<file path="src/rtl/traffic_pkg.sv">
// Shared types and default timing for the multi-phase traffic controller.
package traffic_pkg;

    typedef enum logic [1:0] {
        ALL_RED = 2'd0,
        GREEN   = 2'd1,
        YELLOW  = 2'd2,
        FLASH   = 2'd3
    } tlc_state_t;

    localparam int DEF_NUM_PHASES = 4;
    localparam int DEF_CNT_W      = 8;
    localparam int DEF_GREEN_T    = 15;
    localparam int DEF_YELLOW_T   = 1;
    localparam int DEF_ALLRED_T   = 1;
    localparam int DEF_PED_T      = 4;

endpackage

</file>
<file path="src/rtl/tlc_phase_timer.sv">
// Tick-qualified state timer: restarts on state entry, flags the last tick of a duration.
module tlc_phase_timer #(
    parameter int CNT_W = 8
) (
    input  logic             clk,
    input  logic             reset_n,
    input  logic             tick,
    input  logic             restart,
    input  logic [CNT_W-1:0] duration,
    output logic [CNT_W-1:0] count,
    output logic             done
);

    always_ff @(posedge clk or negedge reset_n) begin
        if (!reset_n) begin
            count <= '0;
        end else if (tick) begin
            count <= restart ? '0 : count + 1'b1;
        end
    end

    assign done = (count == duration - 1'b1);

endmodule

</file>
<file path="src/rtl/multi_phase_traffic_controller.sv">
// Round-robin signal controller with pedestrian green extension and flashing-red night mode.
module multi_phase_traffic_controller
    import traffic_pkg::*;
#(
    parameter int NUM_PHASES = DEF_NUM_PHASES,
    parameter int CNT_W      = DEF_CNT_W,
    parameter int GREEN_T    = DEF_GREEN_T,
    parameter int YELLOW_T   = DEF_YELLOW_T,
    parameter int ALLRED_T   = DEF_ALLRED_T,
    parameter int PED_T      = DEF_PED_T
) (
    input  logic                          clk,
    input  logic                          reset_n,
    input  logic                          tick,
    input  logic [NUM_PHASES-1:0]         ped_req,
    input  logic                          flash_mode,
    output logic [NUM_PHASES-1:0]         green,
    output logic [NUM_PHASES-1:0]         yellow,
    output logic [NUM_PHASES-1:0]         red,
    output logic [NUM_PHASES-1:0]         walk,
    output logic [$clog2(NUM_PHASES)-1:0] phase_idx
);

    localparam int PW = $clog2(NUM_PHASES);
    localparam logic [PW-1:0]    LAST_PH   = PW'(NUM_PHASES - 1);
    localparam logic [CNT_W-1:0] DUR_G     = CNT_W'(GREEN_T);
    localparam logic [CNT_W-1:0] DUR_GP    = CNT_W'(GREEN_T + PED_T);
    localparam logic [CNT_W-1:0] DUR_Y     = CNT_W'(YELLOW_T);
    localparam logic [CNT_W-1:0] DUR_AR    = CNT_W'(ALLRED_T);
    localparam logic [CNT_W-1:0] WALK_LAST = CNT_W'(PED_T - 1);

    generate
        if (NUM_PHASES < 2 || NUM_PHASES > 8 || GREEN_T < 1 || YELLOW_T < 1 ||
            ALLRED_T < 1 || PED_T < 1 ||
            64'(GREEN_T + PED_T) >= (64'd1 << CNT_W)) begin : g_bad_params
            $error("multi_phase_traffic_controller: illegal parameter set");
        end
    endgenerate

    tlc_state_t             state, state_next;
    logic [PW-1:0]          phase_next;
    logic [NUM_PHASES-1:0]  latch, latch_clr;
    logic                   ext, ext_next;
    logic                   walk_on, walk_on_next;
    logic                   flash_on, flash_next;
    logic                   restart, timer_done;
    logic [CNT_W-1:0]       timer, duration;

    function automatic logic [NUM_PHASES-1:0] onehot(input logic [PW-1:0] idx);
        onehot      = '0;
        onehot[idx] = 1'b1;
    endfunction

    tlc_phase_timer #(.CNT_W(CNT_W)) u_timer (
        .clk      (clk),
        .reset_n  (reset_n),
        .tick     (tick),
        .restart  (restart),
        .duration (duration),
        .count    (timer),
        .done     (timer_done)
    );

    always_comb begin
        case (state)
            GREEN:   duration = ext ? DUR_GP : DUR_G;
            YELLOW:  duration = DUR_Y;
            default: duration = DUR_AR;
        endcase
    end

    always_comb begin
        state_next   = state;
        phase_next   = phase_idx;
        ext_next     = ext;
        walk_on_next = walk_on;
        flash_next   = flash_on;
        latch_clr    = '0;
        if (tick) begin
            case (state)
                ALL_RED: begin
                    if (timer_done) begin
                        if (flash_mode) begin
                            state_next = FLASH;
                            flash_next = 1'b1;
                        end else begin
                            // Extension decided from the latch as it stood before this green.
                            state_next   = GREEN;
                            ext_next     = latch[phase_idx];
                            walk_on_next = latch[phase_idx];
                            latch_clr    = onehot(phase_idx);
                        end
                    end
                end
                GREEN: begin
                    if (timer == WALK_LAST) walk_on_next = 1'b0;
                    if (timer_done) begin
                        state_next   = YELLOW;
                        walk_on_next = 1'b0;
                    end
                end
                YELLOW: begin
                    if (timer_done) begin
                        state_next = ALL_RED;
                        phase_next = (phase_idx == LAST_PH) ? '0 : phase_idx + 1'b1;
                        ext_next   = 1'b0;
                    end
                end
                default: begin
                    if (!flash_mode) begin
                        state_next = ALL_RED;
                        phase_next = '0;
                        flash_next = 1'b1;
                    end else begin
                        flash_next = ~flash_on;
                    end
                end
            endcase
        end
        restart = (state_next != state);
    end

    always_ff @(posedge clk or negedge reset_n) begin
        if (!reset_n) begin
            state     <= ALL_RED;
            phase_idx <= '0;
            latch     <= '0;
            ext       <= 1'b0;
            walk_on   <= 1'b0;
            flash_on  <= 1'b1;
            green     <= '0;
            yellow    <= '0;
            red       <= '1;
            walk      <= '0;
        end else begin
            state     <= state_next;
            phase_idx <= phase_next;
            latch     <= (latch & ~latch_clr) | ped_req;
            ext       <= ext_next;
            walk_on   <= walk_on_next;
            flash_on  <= flash_next;
            green     <= (state_next == GREEN)  ? onehot(phase_next) : '0;
            yellow    <= (state_next == YELLOW) ? onehot(phase_next) : '0;
            walk      <= (state_next == GREEN && walk_on_next) ? onehot(phase_next) : '0;
            case (state_next)
                ALL_RED:       red <= '1;
                GREEN, YELLOW: red <= ~onehot(phase_next);
                default:       red <= flash_next ? '1 : '0;
            endcase
        end
    end

endmodule
</file>
<file path="config.mk">
export PLATFORM = sky130hd
export DESIGN_NAME = multi_phase_traffic_controller
export DESIGN_NICKNAME = d
export VERILOG_FILES = /design/src/rtl/traffic_pkg.sv /design/src/rtl/tlc_phase_timer.sv /design/src/rtl/multi_phase_traffic_controller.sv
export SDC_FILE = /design/constraint.sdc
export NUM_CORES = 1
export LEC_CHECK = 0
export CAP_MARGIN = 20
export CORE_ASPECT_RATIO = 1.75
export CORE_MARGIN = 3
export CORE_UTILIZATION = 57
export CTS_BUF_LIST = sky130_fd_sc_hd__clkbuf_8
export CTS_CLUSTER_SIZE = 20
export DETAILED_ROUTE_END_ITERATION = 8
export GPL_TIMING_DRIVEN = 0
export PLACE_DENSITY_LB_ADDON = 0.1
export REMOVE_ABC_BUFFERS = 1
export SLEW_MARGIN = 20
export SYNTH_ARGS = -nofsm -noshare
export SYNTH_HDL_FRONTEND = slang
export SYNTH_SLANG_ARGS = --single-unit
</file>
<file path="constraint.sdc">
create_clock -name clk -period 3.43 [get_ports clk]
set_input_delay 0.343 -clock clk [delete_from_list [all_inputs] [get_ports clk]]
set_output_delay 0.343 -clock clk [all_outputs]
set_load 0.01 [all_outputs]
</file>
== Yosys cells after proc, flatten, opt, wreduce, memory -nomap -nowiden ==
Index checks and enable logic that the tools add are counted.
Cells by class
  add/sub/neg operators: 3
  magnitude comparators: 4
  equal/unequal tests: 11
  multiplexer cells: 45
  bitwise operators: 5
  reductions and logical operators: 10
Operators by type and width (count)
  2-to-1 mux 4 bit: 8
  2-to-1 mux 2 bit: 10
  2-to-1 mux 1 bit: 15
  2-to-1 mux 5 bit: 2
  adder 8 x 1 -> 8 bit (second input constant): 1
  equality test 8 x 2 -> 1 bit (second input constant): 1
  equality test 8 bit: 1
  2-to-1 mux 8 bit: 1
  inverter 4 bit: 2
  one-hot mux 4 bit (2 select lines): 1
  equality test 2 bit (second input constant): 3
  < comparator 2 x 3 -> 1 bit (second input constant): 2
  != test 2 bit (second input constant): 3
  one-hot mux 1 bit (2 select lines): 3
  one-hot mux 2 bit (3 select lines): 1
  OR reduction 2 bit: 3
  subtractor 5 x 1 -> 6 bit (second input constant): 1
  AND reduction 5 bit: 1
  bitwise AND 4 bit: 1
  demux 1 bit (select 2 bit): 2
  equality test 2 x 1 -> 1 bit (second input constant): 2
  >= comparator 2 x 1 -> 1 bit (second input constant): 2
  logical NOT 2 bit: 2
  bitwise OR 4 bit: 1
  other kinds (7): 9
Word-level totals
  bits in registers: 35
  bits of input ports: 8
  logic and storage cells: 89

== Longest topological paths before layout ==
  word-level depth: 13
  gate-level depth with buffers: 12

== Cells and area by module ==
Synthesis repeated with hierarchy kept, for this count alone.
Second synthesis, totals
  cell total of the unflattened synthesis: 216
  area total of the unflattened synthesis: 2242.2 um2
Modules (own cells, without submodules)
  multi_phase_traffic_controller: times used 1, cells an instance 141, area an instance 1592.8 um2, seq. area each 681.9 um2
  tlc_phase_timer: times used 1, cells an instance 75, area an instance 649.4 um2, seq. area each 200.2 um2

== Least setup slack after synthesis ==
OpenSTA, ideal clock, no wires.
  path type: flip-flop to flip-flop
  start point: reg state[1]
  end point: reg walk[3]
  library setup time: 0.119 ns
  arrival: 2.501 ns
  path slack: 0.810 ns
  stages on the path, launching flop included: 11
  clock period less this slack: 2.620 ns
  cells stage by stage: dfrtp_1 inv_1 ha_1 xnor2_1 a32o_2 o21a_1 buf_6 a311o_4 ha_1 and3_1 and2_1
RTL lines
  start, declared: RTL line multi_phase_traffic_controller.sv:40  | tlc_state_t state, state_next;
  start signal, assigned: RTL line multi_phase_traffic_controller.sv:136  | state <= state_next;
  equality test 2 x 1 -> 1 bit: RTL line multi_phase_traffic_controller.sv:65, multi_phase_traffic_controller.sv:80
  2-to-1 mux 5 bit: RTL line multi_phase_traffic_controller.sv:65  | case (state)
  subtractor 5 x 1 -> 6 bit: RTL line tlc_phase_timer.sv:22  | assign done = (count == duration - 1'b1);
  equality test 8 bit: RTL line tlc_phase_timer.sv:22
  2-to-1 mux 2 bit (on tied branches): RTL line multi_phase_traffic_controller.sv:103, multi_phase_traffic_controller.sv:82, multi_phase_traffic_controller.sv:97
  one-hot mux 2 bit (3 select lines) *: RTL line multi_phase_traffic_controller.sv:80  | case (state)
  2-to-1 mux 2 bit *: RTL line multi_phase_traffic_controller.sv:79  | if (tick) begin
  via state_next[0]: RTL line multi_phase_traffic_controller.sv:40
  equality test 2 x 1 -> 1 bit *
  logical AND 1 bit *: RTL line multi_phase_traffic_controller.sv:144  | walk <= (state_next == GREEN && walk_on_next) ? onehot(phase_next) : '0;
  2-to-1 mux 4 bit *: RTL line multi_phase_traffic_controller.sv:144
  end signal, assigned: RTL line multi_phase_traffic_controller.sv:144
  end, declared: RTL line multi_phase_traffic_controller.sv:20  | output logic [NUM_PHASES-1:0] walk,
Mark *: on every way through the listed nets, which the timed path passes. The rest lies on a longest branch.
A chain may end at the register's enable or synchronous reset.

== Worst setup path after layout ==
  start point: reg state[1]
  end point: reg red[3]
Between the ends
  word-level cells in the longest chain between the ends: 13
Ends and longest elaborated chain
  equality test 2 x 1 -> 1 bit: RTL line multi_phase_traffic_controller.sv:65, multi_phase_traffic_controller.sv:80
  2-to-1 mux 5 bit: RTL line multi_phase_traffic_controller.sv:65
  subtractor 5 x 1 -> 6 bit: RTL line tlc_phase_timer.sv:22
  equality test 8 bit: RTL line tlc_phase_timer.sv:22
  2-to-1 mux 2 bit: RTL line multi_phase_traffic_controller.sv:103  | if (timer_done) begin
  one-hot mux 2 bit (2 select lines): RTL line multi_phase_traffic_controller.sv:80
  2-to-1 mux 2 bit: RTL line multi_phase_traffic_controller.sv:79
  < comparator 2 x 3 -> 1 bit (not written as such) / >= comparator 2 x 1 -> 1 bit (equally long branches): RTL line multi_phase_traffic_controller.sv:51  | onehot[idx] = 1'b1;
  logical AND 1 bit (not written as such): RTL line multi_phase_traffic_controller.sv:51
  2-to-1 mux 1 bit (not written as such): RTL line multi_phase_traffic_controller.sv:51
  demux 1 bit (select 2 bit): RTL line multi_phase_traffic_controller.sv:51
  inverter 4 bit: RTL line multi_phase_traffic_controller.sv:147  | GREEN, YELLOW: red <= ~onehot(phase_next);
  one-hot mux 4 bit (2 select lines) *: RTL line multi_phase_traffic_controller.sv:145  | case (state_next)
  end signal, assigned: RTL line multi_phase_traffic_controller.sv:147
  end signal, assigned: RTL line multi_phase_traffic_controller.sv:148  | default: red <= flash_next ? '1 : '0;
  end, declared: RTL line multi_phase_traffic_controller.sv:19  | output logic [NUM_PHASES-1:0] red,
Every way passes the cells marked *; elsewhere a longest branch is shown, timed or not.

==> key figures <==
Outcome
  – Status: complete, no violations

Synthesis
  – YS warnings: 0
  – Adder-cell share of the synthesized area: 0.07426
  – Compound-cell area share of the yosys netlist: 0.1776
  – Seq/Total Area, Yosys: 0.4363
  – Syn Std Cell Area: approximately 0.0020 sq mm
  – Simple-gate share of the synthesized area: 0.2042
  – Area share of the largest cell type after synthesis: 0.3713
  – Mapped Cells: 191
  – Post-synth EDFFs: 0
  – Asr flop ratio synth: 1.000
  – #FFs+latches synth: 35
  – Cell taking the most area after synthesis: dfrtp_1
  – Avg Synthesized Cell Area: between 10 and 15 sq um
  – Synth Area in XOR/XNOR: 0.04827
  – Mux share of post-synthesis cell area: 0.01114
  – Largest family of logic cells by synthesized area: simple AND/OR/NAND/NOR gates
  – Predominant post-synthesis flop cell: dfrtp_1
  – Synth area leaders: dfrtp_1 (37%), ha_1 (7.4%), dfstp_2 (6.5%), and2_1 (2.8%), nand2_1 (2.8%)
  – Post-synthesis cell type count: around 50

Critical path
  – CP Launch Type: register
  – Crit path largest cell delay: 480 ps
  – CP endpoint kind: register
  – Kind of critical path: reg2reg
  – Critical-path cell list: inv_1 > ha_1 > nand3_1 > nor3_1 > o21a_1 > nand3_1 > a22o_4 > inv_1 > ha_1 > a21oi_1 > o21a_1
  – Req. time, crit path: ~3700 ps
  – Slowest cell on the critical path: dfrtp_1
  – Crit Path Max Fanout: 10
  – Worst Path Arrival: 3290 ps

Route
  – Detail Route Antenna Nets: 0
  – Routed WL: between 4000 and 5000 um
  – DR DRC count: 0
  – Vias/cell: a little under 6
  – 1st-iter DRT viols: 42
  – DRT Pass-1 Iters: 4
  – Drt wl/cell: roughly 16 um
  – Vias: ~1500

Place
  – Routability Congestion: 0.7793
  – I/O Buffers: 25
  – Dpl hpwl: 3050 um

Timing
  – Slew @ Worst Pin: 753.8 ps
  – Worst hold slack: approximately 120 ps
  – Worst Skew: 7.561 ps
  – Fmax: roughly 0.33 GHz
  – Setup_tns: 0 ps
  – # setup viols final: 0
  – Period utilization: 0.8901
  – RSZ-0062 raised after global routing: false
  – Slew Limit Fails: 0
  – Fin crit period: 3053 ps
  – Relative slew slack: 0.4974
  – Final-report hold violation count: 0

Die
  – Initial Util: 0.5950
  – Die height: 84.79 um
  – Die ar.: roughly 0.0043 sq mm
  – Ports: 26
  – Rows: 28
  – Core area: roughly 0.0034 sq mm
  – Die width: between 50 and 60 um

Clock network
  – Hold Buf Count CTS: 0
  – CTS buffer count: 5
  – CTS clk-pin slew, worst paths: roughly 70 ps
  – Skew-Pair Late Insertion Delay: 280 ps
  – CTS root buffer: clkbuf_8
  – Clk buf depth: 2
  – Post-CTS Setup Inserts: 0
  – CTS tree: built
  – H-Tree Depth: 2
  – Clock sinks: 35
  – Post-cts sizing count: 0

Final layout
  – # fillers: 270
  – Area grow syn2layout: 16.83%
  – Final nets: between 200 and 250
  – Share of cells above drive strength 1: 0.1382
  – Commonest non-fill, non-tap cells in the layout: dfrtp_1 (30), clkdlybuf4s50_1 (24), nand2_1 (15)
  – Antenna diodes: 0
  – Commonest non-fill, non-tap cell in the layout: dfrtp_1
  – Fin util: 0.6951

GRT
  – M2 GR Usage: 0.3807
  – GRT Util Overall: 0.2143
  – Most Crowded Layer GR: met2
  – Vias in the first global route: around 1600
  – Largest net degree at the start of global routing: 36
  – Initial antenna violation count: 0
  – Met3 Resource Use GR: 0.04263
  – First-pass GRT wire length: 7072 um
  – Total grt overflow: 0
  – Met1 usage: 0.2343

Power and ir drop
  – Maximum vdd drop: about 0.75 mV
  – PwrDens: 861.2 mW/mm^2
  – Static Leak: ~1.1 nW
  – Pwr Total: around 2 mW

Worst hold path
  – HP Class: in2async

Run
  – Max-cap violations: 0
## synthesized netlist by cell type, types with 2 or more instances
library cell / number
a21o_1: 5
a21oi_1: 4
a22o_2: 2
and2_1: 9
and3_1: 5
buf_4: 3
buf_6: 3
dfrtp_1: 30
dfstp_2: 5
ha_1: 12
inv_1: 10
nand2_1: 15
nand2b_1: 2
nand3_1: 4
nand3b_1: 2
nand4_1: 2
nor2_1: 14
nor2b_1: 4
nor3_1: 6
o211ai_1: 3
o21a_1: 6
o21ai_0: 8
o22ai_1: 3
xnor2_1: 2
xor2_1: 6
## layer usage
| metal | vias up | share of wire |
|---|---|---|
| met5 | - | 0 |
| met4 | 0 | 0.035 |
| met3 | 15 | 0.043 |
| met2 | 52 | 0.54 |
| met1 | 746 | 0.38 |
| li1 | 717 | - |
## through the flow
step	area, sq um	setup slack (ps)	std cells
2_1_floorplan	1962	793.6	184
3_5_place_dp	2263	362.4	254
3_3_place_gp	2268	430.9	254
5_1_grt	2362	176.9	262
6_report	2362	377.0	262
4_1_cts	2362	421.9	262
## sequential cells by signal (all words and copies together), names as in the netlist
register	count
u_timer.count	8
latch	4
phase_idx	2
flash_on	1
walk_on	1
red	4
yellow	4
walk	4
ext	1
green	4
state	2
## kinds of logic (layout without fill, tap and decap cells)
kind of cell | after synthesis | count (layout)
compound gates | 44 | 44
xor+xnor | 9 | 9
fa+ha+maj | 12 | 12
buf+inv | 17 | 43
flops | 35 | 35
mux | 1 | 1
simple gates | 73 | 73
## worst paths after layout
| kind | start | to | slack (ps) | cells past startpoint |
|---|---|---|---|---|
| worst min register to register | latch[1] | latch[1] | 480 | 1 |
| worst min-delay path | reset_n | green[1] | 120 | 1 |
| min in group clk | latch[1] | latch[1] | 480 | 1 |
| worst max-delay path | state[1] | red[3] | 380 | 11 |
| max in group asynchronous | reset_n | latch[1] | 2820 | 1 |
| worst max register to register | state[1] | red[3] | 380 | 11 |
## critical path: cells and delay by family, from the launching register on
| kind | cells | cell delay (ps) |
|---|---|---|
| compound gates | 4 | 1020 |
| fa+ha+maj | 2 | 530 |
| flops | 1 | 480 |
| simple gates | 3 | 740 |
| buf+inv | 2 | 230 |
## cell type report
| class | instances | area (sq um) | area share |
|---|---|---|---|
| sequential | 35 | 882.1 | 0.3734 |
| multi-input combinational | 139 | 1042 | 0.4412 |
| inverter | 10 | 37.54 | 0.01589 |
| clock inverter | 2 | 16.27 | 0.006886 |
| clock buffer | 6 | 82.58 | 0.03496 |
| timing repair buffer | 25 | 245.2 | 0.1038 |
| tap | 45 | 56.30 | 0.02383 |
## report_power, final
| group | internal (mW) | total [mW] | leakage, nW | switching [mW] |
|---|---|---|---|---|
| registers | 0.547 | 0.649 | 0.436 | 0.101 |
| clock network | 0.164 | 0.313 | 0.0474 | 0.149 |
| logic | 0.496 | 1.07 | 0.570 | 0.576 |
Note: power is estimated with default switching activity, not from simulation.
